$ cat src/rtl/data_memory.sv
// rtl/data_memory.sv - DEPTH x 32 data memory, async-clear, single write port.
// Optional registered read path selected by macro DMEM_REG_READ_EN.
module data_memory #(
  parameter int DEPTH = 64
) (
  input  logic        clk,
  input  logic        rst_n,
  input  logic        mwr,
  input  logic [31:0] addr,
  input  logic [31:0] wd,
  output logic [31:0] rd
);

  localparam int AW = $clog2(DEPTH);

  logic [31:0]   mem [DEPTH];
  logic          in_range;
  logic [AW-1:0] widx;
  logic [31:0]   rdata;
  logic          unused_addr_bits;

  // Any set bit above the index field means the word lies beyond DEPTH.
  assign in_range         = (addr[31:AW+2] == '0);
  assign widx             = addr[AW+1:2];
  assign unused_addr_bits = ^addr[1:0];

  always_ff @(posedge clk or negedge rst_n) begin
    if (!rst_n) begin
      for (int i = 0; i < DEPTH; i++) begin
        mem[i] <= '0;
      end
    end else if (!mwr && in_range) begin
      mem[widx] <= wd;
    end
  end

  assign rdata = (rst_n && in_range) ? mem[widx] : 32'h0000_0000;

`ifdef DMEM_REG_READ_EN
  // Sampled with the pre-edge array contents, so a same-word write returns old data.
  always_ff @(posedge clk or negedge rst_n) begin
    if (!rst_n) begin
      rd <= '0;
    end else begin
      rd <= rdata;
    end
  end
`else
  assign rd = rdata;
`endif

endmodule

$ cat config.mk
export PLATFORM = sky130hd
export DESIGN_NAME = data_memory
export DESIGN_NICKNAME = d
export VERILOG_FILES = /design/src/rtl/data_memory.sv
export SDC_FILE = /design/constraint.sdc
export NUM_CORES = 2
export LEC_CHECK = 0
export ABC_AREA = 1
export CORE_ASPECT_RATIO = 0.6
export CORE_MARGIN = 3
export CORE_UTILIZATION = 40
export CTS_BUF_LIST = sky130_fd_sc_hd__clkbuf_16
export CTS_CLUSTER_SIZE = 28
export DETAILED_ROUTE_END_ITERATION = 8
export GPL_TIMING_DRIVEN = 0
export HOLD_SLACK_MARGIN = 0.02
export PLACE_DENSITY_LB_ADDON = 0.12
export SLEW_MARGIN = 20
export SYNTH_ARGS = -nofsm -noshare
export SYNTH_HDL_FRONTEND = slang
export SYNTH_SLANG_ARGS = --single-unit
$ cat constraint.sdc
create_clock -name clk -period 2.68 [get_ports clk]
set_input_delay 0.268 -clock clk [delete_from_list [all_inputs] [get_ports clk]]
set_output_delay 0.268 -clock clk [all_outputs]
set_load 0.01 [all_outputs]
# Word level (Yosys, flattened, before mapping)
# Cells that the tools add are included.
# totals
ff_bits	2048
inputBits	67
out_inout_bits	32
word_cells	79
# op_classes
magnitude_cmp	2
n_mux	7
n_bitwise	1
n_reduce_logical	5
# op_table
op	count
$bwmux W2048	1
$bmux W32 S6	1
$demux W32 S6	1
$mux W32	4
$logic_not A24 Y1	1
$ge A7 B7 Y1 const B	1
$lt A7 B1 Y1 const B	1
$not A6 Y7	1
$logic_and A1 B1 Y1	3
$logic_not A1 Y1	1

# Logic depth before layout (Yosys ltp)
# logic_depth
depth_word	6
mapped_depth	14
ltp_nobuf	11

# Worst setup path after synthesis
# OpenSTA, ideal clock, no wires.
# synth_timing
path_type	input -> output
from	in addr[25]
to	out rd[10]
t_arrival_ns	1.831
t_required_ns	2.412
slack_ns	0.581
cell_stages	9
path_buffers	3
cell_sequence	or2_2 > nor3_1 > nand3_1 > nor2_1 > buf_6 > buf_12 > nand2_1 > clkbuf_1 > a21oi_1
# synth_between
elab_chain_cells	3
# synth_rtl
item	line	text
start, declared	9	input logic [31:0] addr,
$logic_not A24 Y1	23	assign in_range = (addr[31:AW+2] == '0);
$logic_and A1 B1 Y1	37	assign rdata = (rst_n && in_range) ? mem[widx] : 32'h0000_0000;
$mux W32	37	
end, declared	11	output logic [31:0] rd
# No other way between the ends.

# Worst setup path in the final report
# layout_timing
from	in addr[3]
to	out rd[27]
# layout_between
elab_chain_cells	5
# layout_rtl
item	line
$not A6 Y7 (implied by the code)	37
$bmux W32 S6	37
$mux W32 (implied by the code) (2 in series)	37
$mux W32	37
# No other way between the ends. The select of a mux whose other input is x is not followed.

==> impl_metrics.ini <==
[outcome]
violations = setup timing
outcome = finished, violations left

[timing]
post-route-period-util_pct = 109.1
final_hold_viol_count = 0
fin_crit_ns = 2.925
fmax_ghz = 0.3419
setup_ws_ns = -0.2451
rsz0062_at_grt = yes
relSlewSlack_pct = 17.80
clock-skew-final_ns = 0
final.setup.tns_ns = -4.207
worstMarginPinSlew_ns = 1.225
drv_slew = 0
report.final.setup_viol = 47

[power_and_ir_drop]
sequentialPowerShare_pct = 46.9
pwr_density_cell_nw_per_um2 = 565.9
p_clk_share_pct = 45.8
leakage_nw = 58.51
ir_drop_v = 0.0004818
switching_share_pct = 26.29
combPwrFrac_pct = 7.3
netSwitchingPower_mw = 17.31
power.internal_mw = 48.53

[cts]
cts_made_buffers = 211
clockBufferDepth = 4
cts_tree = yes
clk_latency_ns = 0.93
clkSinkCount = 2048
cts.clk_slew.worst_paths_ns = 0.06
cts_root_buf = clkbuf_16
htree_levels = 4

[synth]
syn_area_um2 = 96640
syn_avg_cell_area_um2 = 7.324
synthArstFlopShare_pct = 100.0
synth_seq_area_share_pct = 53.03
yosys_warnings = 0
ys_ff_latch = 2048
ys.flop_type = dfrtp_1
synth-edff-count = 0
synth_nets = 13260
yosys.cell_types.count = 21
netlist_instances = 13200

[drt]
drc = 0
num_vias = 95690
ant_nets = 0
drtPass1Iterations = 8
routedWlPerCell_um = 27.08
totalWireLength_um = 461100
viasPerCell = 5.620
drt-initial-drc-count = 13380

[cells_and_area]
final_common_cell = nand2_1
fin_nets = 13730
drive_gt1_share_pct = 11.93
fillers = 23760
layout_common_cells = nand2_1, dfrtp_1, o21ai_0
top_register = mem
reg_top3 = mem: 2048 flops
utilization_pct = 48.51
syn2layout_area_growth_pct = 20.39
largest_reg_flops = 2048

[setup_path]
cp.required_ns = 2.41
reg2reg_depth = 3
crit_fanout = 10
critPathCaptureType = output port
reg2reg_to = mem[1313]
r2r_start = mem[1313]
critical_path_class = in -> out
cp-startpoint = addr[3]
worst_ep_arrival_time_ns = 2.66
startpoint_type = input port
reg2reg_slack_ns = 1.78

[die]
coreArea_um2 = 239800
die_height_um = 386.7
row_count = 139
start_util_pct = 40.30
die_w_um = 640.6
die_area_um2 = 247700
ioPinCount = 99

[global_routing]
grt_pass1_vias = 86220
grt_util_all_layers_pct = 36.22
gr-total-overflow = 0
antenna_found_initial = 52
grt_pass1_wl_um = 642300
grt_max_degree = 146

[placement]
io_buffers = 96
place.detailed.hpwl_um = 337300
gp_congestion = 1.024

[hold_path]
hold_path_class = in -> async

[job]
max_cap_violations = 0
==> metrics by stage <==
stage          instances  power, mW  hold slack [ns]  instance area, um^2  worst slack, ns
2_1_floorplan      13200      32.68         -0.02759                96640           0.5808
3_3_place_gp       16460      34.87           0.4602               101600           -99.46
3_5_place_dp       16500      35.39           0.1413               102700           -3.376
4_1_cts            16950      65.69         0.006368               114200          -0.1741
5_1_grt            17010      67.35          0.04201               116300          -0.2383
6_report           17030      65.84          0.05423               116300          -0.2451
==> layout make-up <==
cell class	instances	area, um^2	share of cell area [%]
Sequential cell	2048	51260	44.06
Buffer	1008	6073	5.220
Tap cell	3172	3969	3.411
Timing Repair Buffer	258	3721	3.198
Inverter	60	285.3	0.2452
Antenna cell	26	65.06	0.05592
Clock inverter	160	1281	1.101
Multi-Input combinational cell	10080	44280	38.06
Clock buffer	216	5405	4.646
==> cell families after synthesis <==
logic type	count (synthesis)	share of synthesized area [%]
and+or+nand+nor	7981	31.80
AOI/OAI and AO/OA	2096	10.87
DFF	2048	53.03
buffers and inverters	1070	4.295
==> power by group through the flow <==
stage / Clock [mW] / Sequential (mW) / Combinational [mW]
after floorplan: 0 / 31.5 / 1.18
after global placement: 0 / 31.6 / 3.27
after detailed placement: 0 / 31.5 / 3.90
after CTS: 30.3 / 30.9 / 4.52
after global routing: 31.6 / 30.9 / 4.89
final: 30.1 / 30.9 / 4.79
==> per-layer routing <==
| metal | vias to the layer above | track usage (%) | part of all wire, % |
|---|---|---|---|
| li1 | 42250 | - | - |
| met1 | 47310 | 55.14 | 45 |
| met2 | 5402 | 43.65 | 36 |
| met3 | 695 | 16.80 | 16 |
| met4 | 32 | 11.83 | 3.7 |
| met5 | - | 1.427 | 0.11 |
==> repair_timing <==
| item | CTS | global route |
|---|---|---|
| setup endpoints to repair | 2575 | 158 |
| hold buffers | 23 | 0 |
| gates resized for setup | 1310 | 605 |
| cloned | 24 | 4 |
| hold endpoints to repair | 413 | 0 |
| pin swaps | 87 | 254 |
| setup buffers | 20 | 51 |
==> cell usage after synthesis (3+ instances only) <==
library cell	instances	area, um^2
o211ai_1	6	45.04
nand3_4	49	858.3
inv_2	12	45.04
o21ai_1	526	2633
nand2_1	7743	29060
nor4_1	3	18.77
clkinv_1	32	120.1
buf_1	51	191.4
nor2_1	144	540.5
or2_2	7	43.79
nand3_1	25	125.1
dfrtp_1	2048	51250
a21oi_1	32	160.2
o21ai_0	1532	7667
inv_1	16	60.06
nor3_2	7	70.07
buf_2	36	180.2
nor3_1	3	15.01
buf_12	5	100.1
clkbuf_1	917	3442
==> worst max-delay path, cell delays in order <==
cell and delay, ns:
clkdlybuf4s15_2 0.29, clkbuf_16 0.22, clkbuf_16 0.19, buf_4 0.37
nand2_1 0.10, nand2_1 0.13, nand2_1 0.08, nand2_2 0.14
nand2_1 0.13, nand2_1 0.11, nor2_2 0.07, a21oi_4 0.34
buf_6 0.17
==> worst max path at each step <==
| stage | endpoint | slack, ns | cells past startpoint |
|---|---|---|---|
| 2_1_floorplan | rd[10] | 0.58 | 9 |
| 3_3_place_gp | rd[31] | -99.46 | 4 |
| 3_5_place_dp | rd[27] | -3.38 | 10 |
| 4_1_cts | rd[0] | -0.17 | 11 |
| 5_1_grt | rd[0] | -0.24 | 11 |
| 6_report | rd[27] | -0.25 | 13 |
Note: power is estimated with default switching activity, not from simulation.
